--- config.mk ---
export PLATFORM = sky130hd
export DESIGN_NAME = pad_owner_arbiter_flat
export DESIGN_NICKNAME = d
export VERILOG_FILES = /design/src/rtl/pad_owner_arbiter_pkg.sv /design/src/rtl/pad_owner_arbiter_if.sv /design/src/rtl/pad_owner_arbiter_pick.sv /design/src/rtl/pad_owner_arbiter.sv /design/src/flat_wrapper.sv
export SDC_FILE = /design/constraint.sdc
export NUM_CORES = 1
export LEC_CHECK = 0
export ABC_AREA = 1
export CAP_MARGIN = 20
export CORE_MARGIN = 3
export CORE_UTILIZATION = 50
export CTS_CLUSTER_DIAMETER = 200
export DETAILED_ROUTE_END_ITERATION = 8
export PLACE_DENSITY = 0.83
export SKIP_LAST_GASP = 1
export SLEW_MARGIN = 15
export SYNTH_ARGS = -nofsm -noshare
export SYNTH_HDL_FRONTEND = slang
export SYNTH_HIERARCHICAL = 1
export SYNTH_SLANG_ARGS = --single-unit
--- constraint.sdc ---
create_clock -name wb_clk_i -period 2.5 [get_ports wb_clk_i]
set_input_delay 0.5 -clock wb_clk_i [delete_from_list [all_inputs] [get_ports wb_clk_i]]
set_output_delay 0.5 -clock wb_clk_i [all_outputs]
set_load 0.005 [all_outputs]
--- src/rtl/pad_owner_arbiter_pkg.sv ---
// ---------------------------------------------------------------------------
// azadi_pad_arb_pkg
//   Shared types and constants for the pad ownership arbiter.
//   - arb_state_e      : arbiter phases (IDLE, GRANT, GUARD)
//   - HOLD_W           : width of the grant hold counter and hold limit
//   - GUARD_W          : width of the guard interval counter (up to 255)
//   - DEF_GUARD_CYCLES : default tristate interval between owners
//   - sel_width()      : width of an owner index for a given requester count
// ---------------------------------------------------------------------------
package azadi_pad_arb_pkg;

    typedef enum logic [1:0] {
        IDLE  = 2'd0,
        GRANT = 2'd1,
        GUARD = 2'd2
    } arb_state_e;

    localparam int HOLD_W           = 16;
    localparam int GUARD_W          = 8;
    localparam int DEF_GUARD_CYCLES = 4;

    function automatic int sel_width(input int n);
        return (n > 1) ? $clog2(n) : 1;
    endfunction

endpackage

--- src/rtl/pad_owner_arbiter_if.sv ---
// ---------------------------------------------------------------------------
// pad_owner_arbiter_if
//   Request/grant bundle between the pad requesters and the arbiter.
//   - req_i       : per-requester ownership request (level)
//   - max_hold_i  : grant hold limit in cycles, 0 = unlimited
//   - gnt_o       : one-hot grant
//   - sel_o       : index of current or last owner (pad mux select)
//   - pad_hiz_o   : 1 forces the pad group to input
//   - busy_o      : arbiter is granting or guarding
//   - timeout_o   : one-cycle pulse on hold-limit revoke
//   Modports: master (requester side), slave (arbiter side).
// ---------------------------------------------------------------------------
interface pad_owner_arbiter_if
    import azadi_pad_arb_pkg::*;
#(
    parameter int NUM_REQ = 4
) ();

    localparam int SEL_W = sel_width(NUM_REQ);

    logic [NUM_REQ-1:0] req_i;
    logic [HOLD_W-1:0]  max_hold_i;
    logic [NUM_REQ-1:0] gnt_o;
    logic [SEL_W-1:0]   sel_o;
    logic               pad_hiz_o;
    logic               busy_o;
    logic               timeout_o;

    modport master (
        output req_i, max_hold_i,
        input  gnt_o, sel_o, pad_hiz_o, busy_o, timeout_o
    );

    modport slave (
        input  req_i, max_hold_i,
        output gnt_o, sel_o, pad_hiz_o, busy_o, timeout_o
    );

endinterface

--- src/rtl/pad_owner_arbiter_pick.sv ---
// ---------------------------------------------------------------------------
// pad_arb_pick
//   Combinational winner select among eligible requesters.
//   - eligible_i : requesters allowed to win this cycle
//   - ptr_i      : round-robin start index (ignored in fixed priority)
//   - valid_o    : at least one requester is eligible
//   - idx_o      : index of the winner
//   Build option PAD_ARB_RR_EN: defined = round-robin search starting at
//   ptr_i and wrapping; undefined = fixed priority, lowest index wins.
// ---------------------------------------------------------------------------
module pad_arb_pick
    import azadi_pad_arb_pkg::*;
#(
    parameter int NUM_REQ = 4
) (
    input  logic [NUM_REQ-1:0]            eligible_i,
    input  logic [sel_width(NUM_REQ)-1:0] ptr_i,
    output logic                          valid_o,
    output logic [sel_width(NUM_REQ)-1:0] idx_o
);

    localparam int SEL_W = sel_width(NUM_REQ);
    localparam int SUM_W = SEL_W + 1;

`ifdef PAD_ARB_RR_EN
    logic [SUM_W-1:0] sum;
    logic [SEL_W-1:0] cand;

    // Walk offsets from far to near so the closest eligible index after
    // ptr_i is the last one written and therefore wins.
    always_comb begin
        valid_o = 1'b0;
        idx_o   = '0;
        sum     = '0;
        cand    = '0;
        for (int i = NUM_REQ - 1; i >= 0; i--) begin
            sum = {1'b0, ptr_i} + SUM_W'(i);
            if (sum >= SUM_W'(NUM_REQ)) begin
                sum = sum - SUM_W'(NUM_REQ);
            end
            cand = sum[SEL_W-1:0];
            if (eligible_i[cand]) begin
                valid_o = 1'b1;
                idx_o   = cand;
            end
        end
    end
`else
    logic unused_ptr;
    assign unused_ptr = ^ptr_i;

    // Highest index first so the lowest eligible index wins.
    always_comb begin
        valid_o = 1'b0;
        idx_o   = '0;
        for (int i = NUM_REQ - 1; i >= 0; i--) begin
            if (eligible_i[i]) begin
                valid_o = 1'b1;
                idx_o   = SEL_W'(i);
            end
        end
    end
`endif

endmodule

--- src/rtl/pad_owner_arbiter.sv ---
// ---------------------------------------------------------------------------
// pad_owner_arbiter
//   Exclusive ownership arbiter for a shared IO pad group. Grants one owner
//   at a time, inserts a tristate guard interval on every ownership change
//   and can revoke a grant after a programmable hold limit.
//   Ports:
//   - wb_clk_i : system clock, rising edge
//   - wb_rst_i : asynchronous active-high reset
//   - bus      : pad_owner_arbiter_if.slave (req_i, max_hold_i in;
//                gnt_o, sel_o, pad_hiz_o, busy_o, timeout_o out)
//   Parameters: NUM_REQ (2..8), GUARD_CYCLES (1..255).
//   Build option PAD_ARB_RR_EN: round-robin arbitration with a rotating
//   pointer; without it, fixed priority (lowest index wins).
//   All outputs are registered.
// ---------------------------------------------------------------------------
module pad_owner_arbiter
    import azadi_pad_arb_pkg::*;
#(
    parameter int NUM_REQ      = 4,
    parameter int GUARD_CYCLES = DEF_GUARD_CYCLES
) (
    input  logic               wb_clk_i,
    input  logic               wb_rst_i,
    pad_owner_arbiter_if.slave bus
);

    localparam int SEL_W = sel_width(NUM_REQ);

    localparam logic [1:0] ST_IDLE  = IDLE;
    localparam logic [1:0] ST_GRANT = GRANT;
    localparam logic [1:0] ST_GUARD = GUARD;

    localparam logic [GUARD_W-1:0] GUARD_INIT = GUARD_W'(GUARD_CYCLES);

    logic [1:0]         state_q,   state_d;
    logic [NUM_REQ-1:0] gnt_q,     gnt_d;
    logic [SEL_W-1:0]   sel_q,     sel_d;
    logic               hiz_q,     hiz_d;
    logic               busy_q,    busy_d;
    logic               timeout_q, timeout_d;
    logic [HOLD_W-1:0]  hold_q,    hold_d;
    logic [GUARD_W-1:0] guard_q,   guard_d;
    logic [NUM_REQ-1:0] mask_q,    mask_d;

    logic [NUM_REQ-1:0] eligible;
    logic [SEL_W-1:0]   pick_ptr;
    logic               pick_valid;
    logic [SEL_W-1:0]   pick_idx;
    logic               grant_now;

    // A revoked requester stays out of arbitration until it drops its request.
    assign eligible = bus.req_i & ~mask_q;

`ifdef PAD_ARB_RR_EN
    localparam logic [SEL_W-1:0] LAST_IDX = SEL_W'(NUM_REQ - 1);

    logic [SEL_W-1:0] ptr_q, ptr_d;

    always_comb begin
        ptr_d = ptr_q;
        if (grant_now) begin
            ptr_d = (pick_idx == LAST_IDX) ? '0 : pick_idx + SEL_W'(1);
        end
    end

    always_ff @(posedge wb_clk_i or posedge wb_rst_i) begin
        if (wb_rst_i) begin
            ptr_q <= '0;
        end else begin
            ptr_q <= ptr_d;
        end
    end

    assign pick_ptr = ptr_q;
`else
    assign pick_ptr = '0;
`endif

    pad_arb_pick #(
        .NUM_REQ (NUM_REQ)
    ) u_pick (
        .eligible_i (eligible),
        .ptr_i      (pick_ptr),
        .valid_o    (pick_valid),
        .idx_o      (pick_idx)
    );

    // Release is checked before the hold limit so a same-cycle release and
    // limit hit is a plain release: no timeout pulse, no mask.
    // A winner can be taken both from IDLE and at the end of GUARD; both
    // paths share the grant assignments after the case.
    always_comb begin
        state_d   = state_q;
        gnt_d     = gnt_q;
        sel_d     = sel_q;
        hiz_d     = hiz_q;
        busy_d    = busy_q;
        timeout_d = 1'b0;
        hold_d    = hold_q;
        guard_d   = guard_q;
        mask_d    = mask_q & bus.req_i;
        grant_now = 1'b0;

        case (state_q)
            ST_IDLE: begin
                grant_now = pick_valid;
            end
            ST_GRANT: begin
                if (!bus.req_i[sel_q]) begin
                    state_d = ST_GUARD;
                    gnt_d   = '0;
                    hiz_d   = 1'b1;
                    guard_d = GUARD_INIT;
                end else if ((bus.max_hold_i != '0) && (hold_q >= bus.max_hold_i)) begin
                    state_d       = ST_GUARD;
                    gnt_d         = '0;
                    hiz_d         = 1'b1;
                    guard_d       = GUARD_INIT;
                    timeout_d     = 1'b1;
                    mask_d[sel_q] = 1'b1;
                end else if (hold_q != '1) begin
                    hold_d = hold_q + HOLD_W'(1);
                end
            end
            ST_GUARD: begin
                if (guard_q == GUARD_W'(1)) begin
                    if (pick_valid) begin
                        grant_now = 1'b1;
                    end else begin
                        state_d = ST_IDLE;
                        busy_d  = 1'b0;
                    end
                end else begin
                    guard_d = guard_q - GUARD_W'(1);
                end
            end
            default: begin
                state_d = ST_IDLE;
                gnt_d   = '0;
                hiz_d   = 1'b1;
                busy_d  = 1'b0;
            end
        endcase

        if (grant_now) begin
            state_d = ST_GRANT;
            gnt_d   = NUM_REQ'(1) << pick_idx;
            sel_d   = pick_idx;
            hiz_d   = 1'b0;
            busy_d  = 1'b1;
            hold_d  = HOLD_W'(1);
        end
    end

    // Reset tristates the pads immediately, without waiting for a clock.
    always_ff @(posedge wb_clk_i or posedge wb_rst_i) begin
        if (wb_rst_i) begin
            state_q   <= ST_IDLE;
            gnt_q     <= '0;
            sel_q     <= '0;
            hiz_q     <= 1'b1;
            busy_q    <= 1'b0;
            timeout_q <= 1'b0;
            hold_q    <= '0;
            guard_q   <= '0;
            mask_q    <= '0;
        end else begin
            state_q   <= state_d;
            gnt_q     <= gnt_d;
            sel_q     <= sel_d;
            hiz_q     <= hiz_d;
            busy_q    <= busy_d;
            timeout_q <= timeout_d;
            hold_q    <= hold_d;
            guard_q   <= guard_d;
            mask_q    <= mask_d;
        end
    end

    assign bus.gnt_o     = gnt_q;
    assign bus.sel_o     = sel_q;
    assign bus.pad_hiz_o = hiz_q;
    assign bus.busy_o    = busy_q;
    assign bus.timeout_o = timeout_q;

endmodule

--- src/flat_wrapper.sv ---
// flat-port wrapper written by rule: the top's interface ports become plain ports
module pad_owner_arbiter_flat import azadi_pad_arb_pkg::*;
#(
    parameter int NUM_REQ      = 4,
    parameter int GUARD_CYCLES = DEF_GUARD_CYCLES
)
  (wb_clk_i, wb_rst_i, bus_req_i, bus_max_hold_i, bus_gnt_o, bus_sel_o, bus_pad_hiz_o, bus_busy_o, bus_timeout_o);
  pad_owner_arbiter_if #(.NUM_REQ(NUM_REQ)) bus_i ();
  input  logic wb_clk_i;
  input  logic wb_rst_i;
  input wire logic [$bits(bus_i.req_i)-1:0] bus_req_i;
  input wire logic [$bits(bus_i.max_hold_i)-1:0] bus_max_hold_i;
  output wire logic [$bits(bus_i.gnt_o)-1:0] bus_gnt_o;
  output wire logic [$bits(bus_i.sel_o)-1:0] bus_sel_o;
  output wire logic [$bits(bus_i.pad_hiz_o)-1:0] bus_pad_hiz_o;
  output wire logic [$bits(bus_i.busy_o)-1:0] bus_busy_o;
  output wire logic [$bits(bus_i.timeout_o)-1:0] bus_timeout_o;
  assign bus_i.req_i = bus_req_i;
  assign bus_i.max_hold_i = bus_max_hold_i;
  assign bus_gnt_o = bus_i.gnt_o;
  assign bus_sel_o = bus_i.sel_o;
  assign bus_pad_hiz_o = bus_i.pad_hiz_o;
  assign bus_busy_o = bus_i.busy_o;
  assign bus_timeout_o = bus_i.timeout_o;
  pad_owner_arbiter #(.NUM_REQ(NUM_REQ), .GUARD_CYCLES(GUARD_CYCLES)) u_core (.wb_clk_i(wb_clk_i), .wb_rst_i(wb_rst_i), .bus(bus_i));
endmodule
* Word-level counts from Yosys, hierarchy flattened
Index checks and enable logic that the tools add are counted.
Word-level totals: register bits after elaboration 39, bits in latches 0, memory bits (writable) 0, ROM bits 0, output and inout bits 9, logic and storage cells 95, memories kept 0
Operators by class: add/sub/neg operators 2, $mul 0, divide/modulo/power cells 0, magnitude comparators 3, equal/unequal tests 13, shifts and indexed selects 1, multiplexer cells 48, bitwise operators 4, reduce and logical (&&, ||, !) cells 15
Operator list (number):
- 2-to-1 mux 16 bit | 5
- 2-to-1 mux 4 bit | 6
- 2-to-1 mux 8 bit | 3
- 2-to-1 mux 2 bit | 9
- 2-to-1 mux 1 bit | 17
- adder 16 x 1 -> 16 bit (second input constant) | 1
- greater-or-equal comparator 16 bit | 1
- != test 16 bit (second input constant) | 1
- one-hot mux 8 bit (2 select lines) | 1
- nonzero test 16 bit | 1
- bitwise AND 4 bit | 2
- == test 8 x 1 -> 1 bit (second input constant) | 1
- != test 2 x 1 -> 1 bit (second input constant) | 4
- one-hot mux 4 bit (2 select lines) | 1
- AND reduction 4 bit | 2
- nonzero test 2 bit | 4
- subtractor 8 x 1 -> 8 bit (second input constant) | 1
- != test 3 bit (second input constant) | 2
- one-hot mux 1 bit (2 select lines) | 3
- one-hot mux 2 bit (3 select lines) | 1
- AND reduction 3 bit | 2
- != test 4 x 3 -> 1 bit (second input constant) | 1
- NOT 4 bit | 1
- OR 4 bit | 1
- 13 further kinds | 15

* Depth between registers and ports, before layout
word-level depth 11, gate-level depth with buffers 16, depth with buffers taken out 16

* Cells and area by module
Netlist, hierarchy kept.
Modules (own cells, without submodules):
- pad_owner_arbiter | times used 1, cells each 381, area an instance 2722.6 µm²
- pad_arb_pick | times used 1, cells each 8, area an instance 36.3 µm²

* Worst setup path after synthesis
Ideal clock, no wire load.
kind input -> register, from input port bus_max_hold_i[5], to register u_core.guard_q[0], library setup time 0.117 ns, arrival 1.766 ns, data required time 2.383 ns, setup slack 0.617 ns, stages on the path 15, buffers on the path 1, cells stage by stage inv_1 ha_1 nand2_1 nand2_1 nand2_1 nand2_1 nor2_1 nand2_1 nand2_1 nand2_1 nand2_2 nand2_1 buf_4 nand3_1 nand2_1
Between the ends: longest elaborated chain between the ends 4, elaborated cells on any way between the ends 5
Ends and longest elaborated chain:
- start: declaration | line flat_wrapper.sv:12 | input wire logic [$bits(bus_i.max_hold_i)-1:0] bus_max_hold_i;
- greater-or-equal comparator 16 bit or nonzero test 16 bit (tied branches) | line pad_owner_arbiter.sv:114 | end else if ((bus.max_hold_i != '0) && (hold_q >= bus.max_hold_i)) begin
- logical AND 1 bit * | line pad_owner_arbiter.sv:114
- != test 3 bit (no line) *
- AND reduction 3 bit (no line) *
- end signal: assignment | line pad_owner_arbiter.sv:175 | guard_q <= guard_d;
- end: declaration | line pad_owner_arbiter.sv:42 | logic [GUARD_W-1:0] guard_q, guard_d;
Every way passes the cells marked *; elsewhere a longest branch is shown, timed or not. A chain may end at the register's enable or synchronous reset.

* Worst setup path after layout
from input port bus_max_hold_i[6], to register u_core.guard_q[3]
The elaborated chain is that of the path after synthesis.

==> impl_metrics.env <==
export IMPL_fmax_ghz=0.444
export IMPL_rsz0062_at_grt="no"
export IMPL_grt_remaining_overflow=0
export IMPL_end_kind="flip-flop"
export IMPL_grt_util_met3=0.0381
export IMPL_final_area_um2=3230
export IMPL_syn_avg_cell_area_um2=7.10
export IMPL_cts_sinks=39
export IMPL_grt_pass1_vias=2453
export IMPL_total_leakage_power_nw=1.79
export IMPL_finalSetupTns_ns=0
export IMPL_core_area_um2=5200
export IMPL_stdcell_count=495
export IMPL_place_gp_congestion=0.885
export IMPL_via_per_inst=5.19
export IMPL_cap_violations=0
export IMPL_drcViolationCount=0
export IMPL_power_density_nw_per_um2=773
export IMPL_hpwlAfterDp_um=4400
export IMPL_clock_latency_ns=0.29
export IMPL_final_cell_mix="nand2_1 (107), inv_1 (61), nand3_1 (47), dfrtp_1 (38), nor2_1 (31)"
export IMPL_ctsResizeCount=0
export IMPL_seqCellArea_um2=977
export IMPL_cts_made_buffers=5
export IMPL_syn_num_nets=429
export IMPL_drive_gt1_frac=0.0612
export IMPL_grt_busiest_layer="met2"
export IMPL_drt_pass1_iterations=4
export IMPL_drt_total_wl_um=5950
export IMPL_crit_fanout=12
export IMPL_critical_path_class="in2reg"
export IMPL_htree_num_levels=2
export IMPL_std_cell_rows=26
export IMPL_clk_pin_slew_worst_paths_ns=0.07
export IMPL_fp_dieH_um=80.2
export IMPL_grt_pass1_wl_um=10300
export IMPL_drtAntennaViolNets=0
export IMPL_hold_violations=0
export IMPL_clock_skew_ns=0.00738
export IMPL_status="complete, no violations"
export IMPL_worstSetupStartpointType="input pin"
export IMPL_cell_internal_pwr_w=0.00142
export IMPL_antenna_found_initial=0
export IMPL_place_inst=487
export IMPL_period_needed_ns=2.25
export IMPL_layout_commonest_cell="nand2_1"
export IMPL_grtUsageMet2=0.361
export IMPL_multiInputGateArea_um2=1490
export IMPL_vias=2567
export IMPL_finalMaxSlewViolations=0
export IMPL_arrival_ns=2.43
export IMPL_hold_class="reg2reg"
export IMPL_power_frac_seq=0.365
export IMPL_grt_max_degree=40
export IMPL_ios=31
export IMPL_p_switching_w=0.00108
export IMPL_drtIter0Drc=160
export IMPL_fin_nets=465
export IMPL_root_buffer="clkbuf_8"
export IMPL_antennaDiodeCount=0
export IMPL_die_x_um=80.2
export IMPL_postCtsSetupBuffers=0
export IMPL_clk_path_buf_depth=2
export IMPL_finalSetupViolCount=0
export IMPL_groute_usage_overall=0.199
export IMPL_wl_per_cell_um=12.0
export IMPL_maxSlewHeadroom=0.669
export IMPL_combPwrFrac=0.471
export IMPL_p_total_w=0.00250
export IMPL_dieArea_um2=6440
export IMPL_hold_buffers=0
export IMPL_synthesis_instances=388
export IMPL_start_util=0.529
export IMPL_use_met1=0.242
export IMPL_yosysWarnings=6
export IMPL_critPathRequiredTime_ns=2.68
export IMPL_irDropWorstVdd_mv=0.548
export IMPL_placed_cell_area_um2=3150
export IMPL_p_sw_frac=0.433
export IMPL_dp_slack_ns=-0.219
export IMPL_cts_tree="yes"
export IMPL_setup_ws_ns=0.248
export IMPL_p_clk_frac=0.164
export IMPL_fillers=465
export IMPL_worstMarginPinSlew_ns=0.496
export IMPL_period_share=0.901
export IMPL_portBuffers=30
export IMPL_synth_area_um2=2760
export IMPL_area_growth_pct=17.4
## sequential cells by signal (all words and copies together) (netlist names)
register and flops:
u_core/bus.busy_o 1, u_core/bus.gnt_o 4, u_core/bus.pad_hiz_o 1, u_core/bus.sel_o 2, u_core/bus.timeout_o 1, u_core/guard_q 8, u_core/hold_q 16, u_core/mask_q 4
u_core/state_q 2
## final timing paths
kind,startpoint,endpoint,slack (ns),cells past startpoint
setup / recovery,bus_max_hold_i[6],u_core/guard_q[3],0.25,16
setup reg to reg,u_core/hold_q[0],u_core/guard_q[3],0.50,13
max in group asynchronous,wb_rst_i,u_core/bus.pad_hiz_o,1.49,3
hold reg to reg,u_core/bus.pad_hiz_o,u_core/bus.pad_hiz_o,0.47,2
min in group asynchronous,wb_rst_i,u_core/guard_q[6],0.64,3
hold / removal,u_core/bus.pad_hiz_o,u_core/bus.pad_hiz_o,0.47,2
## area by class of cell
cell class                      count  area share
Timing Repair Buffer               37       0.113
Sequential cell                    39       0.302
Multi-Input combinational cell    278       0.460
Clock inverter                      1     0.00155
Clock buffer                        7      0.0236
Tap cell                           70      0.0271
Inverter                           63      0.0731
## per-stage QoR
step | utilization | hold slack [ns]
5_1_grt | 0.621 | 0.493
3_5_place_dp | 0.605 | 0.458
6_report | 0.621 | 0.469
4_1_cts | 0.620 | 0.471
3_3_place_gp | 0.605 | 0.455
2_1_floorplan | - | 0.442
## layer usage
layer	vias to the layer above	wire length, µm
met5	-	0
met4	0	43
met3	5	253
met2	61	3040
met1	1188	2610
li1	1313	-
## power groups by stage
stage | clock network (W) | registers [W] | logic, W
after floorplan | 0 | 0.000894 | 0.000861
after global placement | 0 | 0.000917 | 0.00113
after detailed placement | 0 | 0.000920 | 0.00117
after CTS | 0.000424 | 0.000911 | 0.00117
after global routing | 0.000459 | 0.000934 | 0.00133
final | 0.000410 | 0.000912 | 0.00118
## worst max-delay path, stage by stage
cell             delay [ns]
clkdlybuf4s50_1        0.49
inv_1                  0.06
ha_1                   0.27
nand2_1                0.05
inv_1                  0.06
nand2_1                0.06
nor2_1                 0.10
nor2_1                 0.05
nand2_1                0.07
nand2_1                0.05
nand2_1                0.07
nand2_2                0.08
nand2_2                0.21
nand2_2                0.18
nand2_1                0.11
nand2_1                0.05
(Power assumes the default switching activity.)
